### config.mk
export PLATFORM = sky130hd
export DESIGN_NAME = cpu_run_ctrl
export DESIGN_NICKNAME = d
export VERILOG_FILES = /design/src/rtl/cpu_run_ctrl.sv
export SDC_FILE = /design/constraint.sdc
export NUM_CORES = 1
export LEC_CHECK = 0
export CORE_ASPECT_RATIO = 0.8
export CORE_MARGIN = 4
export CORE_UTILIZATION = 50
export DETAILED_ROUTE_END_ITERATION = 12
export PLACE_DENSITY = 0.84
export SETUP_SLACK_MARGIN = 0.05
export SYNTH_ARGS = -nofsm -noshare
export SYNTH_HDL_FRONTEND = slang
export SYNTH_SLANG_ARGS = --single-unit
### constraint.sdc
create_clock -name clk -period 7.15 [get_ports clk]
set_input_delay 1.43 -clock clk [delete_from_list [all_inputs] [get_ports clk]]
set_output_delay 1.43 -clock clk [all_outputs]
set_load 0.1 [all_outputs]
### src/rtl/cpu_run_ctrl.sv
// Run sequencer for the pipelined core: streams program and data images into the
// core's memories, runs the core for a fixed cycle count, then streams a data window out.
module cpu_run_ctrl #(
  parameter int unsigned ADDR_STEP = 4,
  parameter int unsigned RD_LAT    = 1,
  parameter int unsigned CNT_W     = 32
) (
  input  logic             clk,
  input  logic             arst_n,
  input  logic             start,
  input  logic [9:0]       imem_words,
  input  logic [10:0]      dmem_words,
  input  logic [10:0]      dump_words,
  input  logic [CNT_W-1:0] run_cycles,
  input  logic             s_valid,
  input  logic [31:0]      s_data,
  output logic             s_ready,
  output logic             m_valid,
  output logic [31:0]      m_data,
  input  logic             m_ready,
  output logic             cpu_enable,
  output logic [31:0]      imem_addr,
  output logic             imem_wen,
  output logic [31:0]      imem_wdata,
  output logic [31:0]      dmem_addr,
  output logic             dmem_wen,
  output logic             dmem_ren,
  output logic [31:0]      dmem_wdata,
  input  logic [31:0]      dmem_rdata,
  output logic             busy,
  output logic             done
);

  localparam int unsigned LAT_W = (RD_LAT < 2) ? 1 : $clog2(RD_LAT + 1);
  localparam logic [LAT_W-1:0] RD_LAT_V = LAT_W'(RD_LAT);

  typedef enum logic [2:0] {
    IDLE, LOAD_I, LOAD_D, RUN, RD_ISSUE, RD_WAIT, RD_OUT, DONE
  } state_e;

  state_e            state_q, state_d;
  logic [9:0]        imem_words_q, imem_words_d;
  logic [10:0]       dmem_words_q, dmem_words_d;
  logic [10:0]       dump_words_q, dump_words_d;
  logic [CNT_W-1:0]  run_cycles_q, run_cycles_d;
  logic [10:0]       idx_q, idx_d;
  logic [CNT_W-1:0]  run_cnt_q, run_cnt_d;
  logic [LAT_W-1:0]  lat_q, lat_d;
  logic [31:0]       m_data_q, m_data_d;

  logic              beat_i;
  logic              beat_d;
  logic [31:0]       idx_addr;

  // First phase with a non-zero count that still lies ahead of 'cur'; IDLE means "from the top".
  function automatic state_e phase_after(input state_e cur, input logic [9:0] iw,
                                         input logic [10:0] dw, input logic [CNT_W-1:0] rc,
                                         input logic [10:0] dpw);
    state_e nxt;
    nxt = DONE;
    if (dpw != '0) nxt = RD_ISSUE;
    if (rc != '0 && (cur == IDLE || cur == LOAD_I || cur == LOAD_D)) nxt = RUN;
    if (dw != '0 && (cur == IDLE || cur == LOAD_I)) nxt = LOAD_D;
    if (iw != '0 && cur == IDLE) nxt = LOAD_I;
    return nxt;
  endfunction

  always_ff @(posedge clk or negedge arst_n) begin
    if (!arst_n) begin
      state_q      <= IDLE;
      imem_words_q <= '0;
      dmem_words_q <= '0;
      dump_words_q <= '0;
      run_cycles_q <= '0;
      idx_q        <= '0;
      run_cnt_q    <= '0;
      lat_q        <= '0;
      m_data_q     <= '0;
    end else begin
      state_q      <= state_d;
      imem_words_q <= imem_words_d;
      dmem_words_q <= dmem_words_d;
      dump_words_q <= dump_words_d;
      run_cycles_q <= run_cycles_d;
      idx_q        <= idx_d;
      run_cnt_q    <= run_cnt_d;
      lat_q        <= lat_d;
      m_data_q     <= m_data_d;
    end
  end

  always_comb begin
    state_d      = state_q;
    imem_words_d = imem_words_q;
    dmem_words_d = dmem_words_q;
    dump_words_d = dump_words_q;
    run_cycles_d = run_cycles_q;
    idx_d        = idx_q;
    run_cnt_d    = run_cnt_q;
    lat_d        = lat_q;
    m_data_d     = m_data_q;

    case (state_q)
      IDLE, DONE: begin
        if (start) begin
          imem_words_d = imem_words;
          dmem_words_d = dmem_words;
          dump_words_d = dump_words;
          run_cycles_d = run_cycles;
          idx_d        = '0;
          run_cnt_d    = '0;
          lat_d        = '0;
          state_d      = phase_after(IDLE, imem_words, dmem_words, run_cycles, dump_words);
        end
      end
      LOAD_I: begin
        if (s_valid) begin
          if (idx_q == 11'(imem_words_q) - 11'd1) begin
            idx_d   = '0;
            state_d = phase_after(LOAD_I, imem_words_q, dmem_words_q, run_cycles_q, dump_words_q);
          end else begin
            idx_d = idx_q + 11'd1;
          end
        end
      end
      LOAD_D: begin
        if (s_valid) begin
          if (idx_q == dmem_words_q - 11'd1) begin
            idx_d   = '0;
            state_d = phase_after(LOAD_D, imem_words_q, dmem_words_q, run_cycles_q, dump_words_q);
          end else begin
            idx_d = idx_q + 11'd1;
          end
        end
      end
      RUN: begin
        if (run_cnt_q == run_cycles_q - CNT_W'(1)) begin
          idx_d   = '0;
          state_d = phase_after(RUN, imem_words_q, dmem_words_q, run_cycles_q, dump_words_q);
        end else begin
          run_cnt_d = run_cnt_q + CNT_W'(1);
        end
      end
      RD_ISSUE: begin
        lat_d   = LAT_W'(1);
        state_d = RD_WAIT;
      end
      RD_WAIT: begin
        // lat_q counts cycles since the issue cycle; the read data is valid once it hits RD_LAT
        if (lat_q == RD_LAT_V) begin
          m_data_d = dmem_rdata;
          state_d  = RD_OUT;
        end else begin
          lat_d = lat_q + LAT_W'(1);
        end
      end
      RD_OUT: begin
        if (m_ready) begin
          if (idx_q == dump_words_q - 11'd1) begin
            state_d = DONE;
          end else begin
            idx_d   = idx_q + 11'd1;
            state_d = RD_ISSUE;
          end
        end
      end
      default: state_d = IDLE;
    endcase
  end

  always_comb begin
    beat_i     = (state_q == LOAD_I) && s_valid;
    beat_d     = (state_q == LOAD_D) && s_valid;
    idx_addr   = 32'(idx_q) * 32'(ADDR_STEP);

    s_ready    = (state_q == LOAD_I) || (state_q == LOAD_D);
    imem_wen   = beat_i;
    imem_addr  = beat_i ? idx_addr : 32'h0;
    imem_wdata = beat_i ? s_data : 32'h0;
    dmem_wen   = beat_d;
    dmem_ren   = (state_q == RD_ISSUE);
    dmem_addr  = (beat_d || state_q == RD_ISSUE || state_q == RD_WAIT) ? idx_addr : 32'h0;
    dmem_wdata = beat_d ? s_data : 32'h0;
    cpu_enable = (state_q == RUN);
    m_valid    = (state_q == RD_OUT);
    m_data     = (state_q == RD_OUT) ? m_data_q : 32'h0;
    busy       = (state_q != IDLE) && (state_q != DONE);
    done       = (state_q == DONE);
  end

endmodule

==> results of run 1 <==
[registers in the layout, indices dropped and copies added (netlist names)]
signal,cells
dmem_words_q,11
dump_words_q,11
idx_q,11
imem_words_q,10
lat_q,1
m_data_q,32
run_cnt_q,32
run_cycles_q,32
state_q,3
[cells in the final DEF, fill, tap and decap left out, types with 9 or more instances in the layout]
master and n:
clkdlybuf4s50_1 257, nand2_1 242, dfrtp_1 143, and2_1 99, nor2_1 54, xnor2_1 48
inv_1 43, conb_1 42, nor4_1 39, xor2_1 37, mux2_2 33, o21ai_0 33
nor3_1 32, nand3_1 32, a21oi_1 23, nand4_1 22, mux2i_1 18, clkbuf_16 17
or4_1 15, a211oi_1 12, a31oi_1 11, o211ai_1 11, and3_1 11, nor2b_1 9
o22ai_1 9, buf_4 9
[synthesized netlist by cell type, types with 3 or more instances]
cell,number
nand2_1,242
dfrtp_1,143
and2_1,99
nor2_1,55
clkbuf_1,52
xnor2_1,48
inv_1,43
buf_4,42
nor4_1,39
xor2_1,37
nor3_1,34
o21ai_0,34
mux2_2,33
nand3_1,32
a21oi_1,23
nand4_1,22
mux2i_1,18
or4_1,15
a211oi_1,12
a31oi_1,11
and3_1,11
o211ai_1,11
buf_1,10
nor2b_1,10
o22ai_1,9
a211o_1,8
ha_1,8
nand2b_1,8
nor3b_1,8
o31ai_1,7
or3_1,6
nand4b_1,5
o2111ai_1,5
o311ai_0,5
a31o_2,4
buf_2,4
a2111oi_0,3
a21boi_0,3
a21o_1,3
buf_6,3
nand3b_1,3
o21bai_1,3
or2_2,3
[power by group through the flow]
stage / combinational (mW) / sequential (mW) / clock [mW]
after global placement: 2.85 / 1.52 / 0
after global routing: 3.19 / 1.59 / 0.973
after floorplan: 2.41 / 1.35 / 0
final: 2.96 / 1.54 / 0.922
after detailed placement: 2.92 / 1.54 / 0
after CTS: 2.95 / 1.53 / 0.932
[worst max path at each step]
stage,slack [ns],to,from,cells after the start
final,1.24,imem_wdata[24],s_valid,5
after global routing,1.10,imem_wdata[27],s_valid,5
after CTS,1.28,imem_wdata[27],s_valid,5
after detailed placement,1.28,imem_wdata[24],s_valid,5
after global placement,1.44,imem_wdata[25],s_valid,5
after floorplan,1.05,dump_words_q[2],state_q[0],10
[logic make-up (layout without fill, tap and decap cells)]
family / count (synthesis) / in the layout / synth area share, %
AND/OR/NAND/NOR: 608 / 608 / 31.1
adder cells (fa/ha/maj): 8 / 8 / 0.996
other: 1 / 44 / 0.0373
buffers and inverters: 156 / 344 / 7.67
XOR/XNOR: 85 / 85 / 7.41
flip-flops: 143 / 143 / 35.6
multiplexers: 51 / 51 / 5.49
AO/OA/AOI/OAI: 166 / 166 / 11.7
[area by class of cell]
type,count,share of cell area (%)
flip-flops and latches,143,27.0
multi-input cells,960,44.5
well taps,264,2.50
clock inverters,13,1.24
clock buffers,19,3.35
diodes,2,0.0378
repair buffers,267,20.0
inverters,45,1.28
[layer usage]
metal  vias up  GRT usage [%]
li1       4586              -
met1      4581           35.2
met2       414           45.4
met3        47           7.46
met4         2           7.00
met5         -              0
==> run_results.csv, run 1 <==
group,metric,value,unit
clock_network,cts_repair_resize_count,0,
synthesis,ys_seq_area_share,35.6,%
power,clockPowerShare,17.0,%
critical_path,r2r_end,"run_cnt_q[28]",
synthesis,async_flop_share,100,%
critical_path,cp.buffers_inverters,3,
routing,drt_iter0_markers,999,
timing,whs,0.497,ns
final_layout,fin_area,0.0132,mm2
die,start_util,50.8,%
routing,dr_wl_met3,2.51,mm
clock_network,cts_buffers,17,
synthesis,synth-edff-count,0,
timing,setup_slack,1.24,ns
routing,met1_length,12.8,mm
timing,period_share,82.6,%
routing,routed_wire_length_per_instance,18.1,um
critical_path,worstPathRequired,5.72,ns
routing,wl_met2,15.1,mm
routing,drc,0,
routing,routed_wirelength,31.0,mm
die,num_rows,46,
timing,hold_viol,0,
power,seqPwrFrac,28.4,%
clock_network,h-tree-depth,4,
clock_network,clkSinkCount,143,
clock_network,cts_hold_buf,0,
clock_network,clk_path_buf_depth,2,
synthesis,synth_top_area_share,35.6,%
critical_path,r2r-start,"run_cycles_q[0]",
routing,top_layer,"met5",
critical_path,rr_worst_depth,9,
synthesis,synthCells,1218,
final_layout,drive_gt1_share,7.05,%
timing,report.final.slew_viol_count,0,
status,run_status,"completed",
synthesis,synth_cell_type_count,79,
die,boundaryPins,301,
grt,antenna_found_initial,3,
critical_path,slowest_stage,"clkdlybuf4s50_1",
timing,setup_violations,0,
grt,grt_util_all_layers,27.2,%
timing,fmax,169,MHz
clock_network,cts-root-buf,"clkbuf_16",
power,total_leakage_power,5.53,nW
run,max_cap_violations,0,
power,power,5.43,mW
timing,fin_setup_tns,0,ns
power,combPwrFrac,54.6,%
critical_path,cp.arrival,4.48,ns
power,p_sw_share,50.8,%
die,die_h,135,um
clock_network,clock_latency,0.43,ns
critical_path,rrSetupSlack,2.90,ns
worst_hold_path,min-delay-start,"m_data_q[28]",
final_layout,areaGrowthSynthToFinish,31.6,%
critical_path,cp-end-kind,"output pin",
critical_path,startpoint_type,"input pin",
grt,grt_max_degree,94,
die,dieWidth,167,um
grt,grt_pass1_wl,49.7,mm
final_layout,ff_latch_area,0.00358,mm2
synthesis,yosysWarningCount,0,
routing,ant_nets,0,
power,p_sw,2.75,mW
timing,relSlewSlack,20.9,%
final_layout,final_util,66.8,%
place,dp_cells,1679,
grt,grt_pass1_vias,9537,
die,dieArea,0.0225,mm2
routing,viasPerCell,5.62,
power,power_density,410,mW/mm2
place,place_congestion,0.968,
worst_hold_path,min_path_type,"reg2reg",
synthesis,synth_area,0.0101,mm2
timing,finalClockSkew,0.0113,ns
final_layout,nets,1575,
synthesis,avgSynthCellArea,8.25,um2
final_layout,multiInputGateArea,0.00589,mm2
synthesis,yosys.area.top_type,"dfrtp_1",
synthesis,yosys_register_bits,143,
place,dpl_cell_area,0.0126,mm2
critical_path,cp_cell_sequence,"clkdlybuf4s50_1, inv_1, nor2_2, and2_1, clkdlybuf4s50_1",
timing,fin_crit,5.91,ns
timing,tightestPinTransition,1.18,ns
critical_path,max_stage_delay,1.15,ns
worst_hold_path,worstHoldPathCells,1,
clock_network,cts_tree,"yes",
synthesis,synthFlopType,"dfrtp_1",
final_layout,layout.cells.non_filler,1713,
critical_path,crit_family,"buffers and inverters",
place,io_buffers,258,
power,vdd_ir_drop_max,0.208,mV
timing,rsz0062_at_grt,"false",
routing,drtPass1Iterations,7,
grt,grt.overflow.total,0,
power,p_int,2.67,mW
synthesis,ys_top_cells_by_area,"dfrtp_1, nand2_1, and2_1",
critical_path,crit_type,"in2out",
place,dp_hpwl,23.1,mm
critical_path,cpMostUsedCell,"clkdlybuf4s50_1",
die,core-area,0.0198,mm2
routing,vias,9630,
place,dpl_worst_slack,1.28,ns
final_layout,fillCellCount,1595,
worst_hold_path,holdPathEnd,"m_data_q[28]",
critical_path,worst-path-max-fanout,35,
clock_network,postCtsSetupBuffers,0,
clock_network,clkTransAtPathRegs,0.06,ns
Power figures use the tool's default switching activity.
==> inputs of run 2 (changes only) <==
CORE_UTILIZATION = 44   (was 50)
PLACE_DENSITY = 0.78   (was 0.84)
clock period = 4.8 ns   (was 7.15 ns; I/O delays follow)
==> run_results.csv, run 2 (synthesis gave the netlist of run 1 again) <==
group,metric,value,unit
status,run_status,"completed",
final_layout,fillCellCount,1920,
timing,setup_violations,0,
routing,drtPass1Iterations,5,
timing,rsz0062_at_grt,"false",
final_layout,final_util,61.4,%
timing,fin_setup_tns,0,ns
clock_network,clkTransAtPathRegs,0.06,ns
final_layout,areaGrowthSynthToFinish,37.4,%
timing,setup_slack,0.717,ns
timing,hold_viol,0,
clock_network,clock_latency,0.43,ns
power,power_density,594,mW/mm2
critical_path,crit_type,"reg2reg",
clock_network,cts_hold_buf,0,
grt,antenna_found_initial,3,
place,dpl_worst_slack,0.867,ns
clock_network,cts_tree,"yes",
die,dieArea,0.0253,mm2
grt,grt_max_degree,84,
clock_network,h-tree-depth,4,
die,core-area,0.0225,mm2
critical_path,cp.arrival,4.38,ns
critical_path,worst-path-max-fanout,37,
critical_path,r2r_end,"run_cnt_q[28]",
clock_network,clk_path_buf_depth,2,
place,io_buffers,258,
worst_hold_path,worstHoldPathCells,1,
power,vdd_ir_drop_max,0.307,mV
critical_path,cp-end-kind,"flip-flop",
routing,vias,9715,
routing,routed_wirelength,31.6,mm
critical_path,r2r-start,"run_cycles_q[0]",
clock_network,cts-root-buf,"clkbuf_16",
grt,grt_pass1_vias,9601,
power,total_leakage_power,5.95,nW
die,start_util,44.7,%
final_layout,top_regs,"m_data_q (32), run_cnt_q (32), run_cycles_q (32)",
worst_hold_path,min-delay-start,"m_data_q[7]",
die,num_rows,49,
timing,finalClockSkew,0.0100,ns
place,dp_cells,1724,
final_layout,nets,1578,
grt,grt_pass1_wl,49.5,mm
timing,tightestPinTransition,1.09,ns
power,power,8.21,mW
routing,routed_wire_length_per_instance,18.0,um
die,dieWidth,177,um
grt,grt.overflow.total,0,
worst_hold_path,min_path_type,"reg2reg",
timing,whs,0.497,ns
timing,report.final.slew_viol_count,0,
routing,drt_iter0_markers,847,
worst_hold_path,holdPathEnd,"m_data_q[7]",
clock_network,postCtsSetupBuffers,0,
final_layout,final_common_cell,"nand2_1",
clock_network,cts_buffers,17,
routing,drc,0,
final_layout,drive_gt1_share,15.7,%
run,max_cap_violations,0,
timing,period_share,85.1,%
final_layout,fin_area,0.0138,mm2
timing,fmax,245,MHz
place,dpl_cell_area,0.0132,mm2
critical_path,rr_worst_depth,9,
routing,viasPerCell,5.53,
critical_path,worstPathRequired,5.10,ns
critical_path,startpoint_type,"flip-flop",
critical_path,rrSetupSlack,0.72,ns
clock_network,clkSinkCount,143,
timing,fin_crit,4.08,ns
final_layout,layout.cells.non_filler,1757,
die,die_h,143,um
clock_network,cts_repair_resize_count,0,
place,dp_hpwl,23.6,mm
final_layout,final_cell_mix,"nand2_1, dfrtp_1, clkdlybuf4s50_1, and2_1, buf_4",
die,boundaryPins,301,
place,place_congestion,0.966,
timing,relSlewSlack,26.7,%
routing,ant_nets,0,
grt,grt_util_all_layers,24.2,%
## run 2: cell types whose count changed in the layout (fill, tap and decap cells not counted), sizes merged, moves of 4 or more
cell           previous run  this run
clkinvlp                  2         6
clkdlybuf4s50           257       133
clkinv                    9         3
buf                      10       137
## run 2: how the worst max path moves through the flow
stage	from	end	cells after the start
after global routing	run_cycles_q[0]	run_cnt_q[28]	9
after global placement	s_valid	dmem_addr[3]	6
after CTS	run_cycles_q[0]	run_cnt_q[28]	9
final	run_cycles_q[0]	run_cnt_q[28]	9
after detailed placement	s_valid	dmem_addr[3]	6
after floorplan	state_q[0]	dump_words_q[2]	10
## run 2: power breakdown
group | total (mW) | internal [mW] | switching [mW] | leakage (nW)
sequential | 2.30 | 1.67 | 0.628 | 1.80
clock | 1.38 | 0.821 | 0.559 | 0.270
combinational | 4.53 | 1.56 | 2.97 | 3.88
total | 8.21 | 4.05 | 4.15 | 5.95
## run 2: cell type report
| cell class | count | area (um2) | area share, % |
|---|---|---|---|
| clock buffer | 20 | 437 | 3.16 |
| multi-input combinational | 960 | 5890 | 42.7 |
| timing repair buffer | 270 | 3190 | 23.1 |
| inverter | 45 | 169 | 1.22 |
| sequential | 143 | 3580 | 25.9 |
| tap | 306 | 383 | 2.77 |
| clock inverter | 12 | 161 | 1.17 |
| antenna | 1 | 2.50 | 0.0181 |
## run 2: metal layers
layer	vias to the layer above	routed length [um]	track usage (%)
li1	4583	-	-
met1	4623	12700	30.7
met2	446	15100	39.6
met3	61	3090	8.07
met4	2	643	6.76
met5	-	13	0
## run 2: critical path, cell delays in order (launching register included)
cell       delay, ns
dfrtp_1         0.47
inv_1           0.12
ha_1            0.31
nor3b_1         0.68
o21ai_0         0.17
a221oi_1        0.56
a2111oi_4       0.09
a21oi_4         0.86
o21ai_0         0.25
o41ai_1         0.43
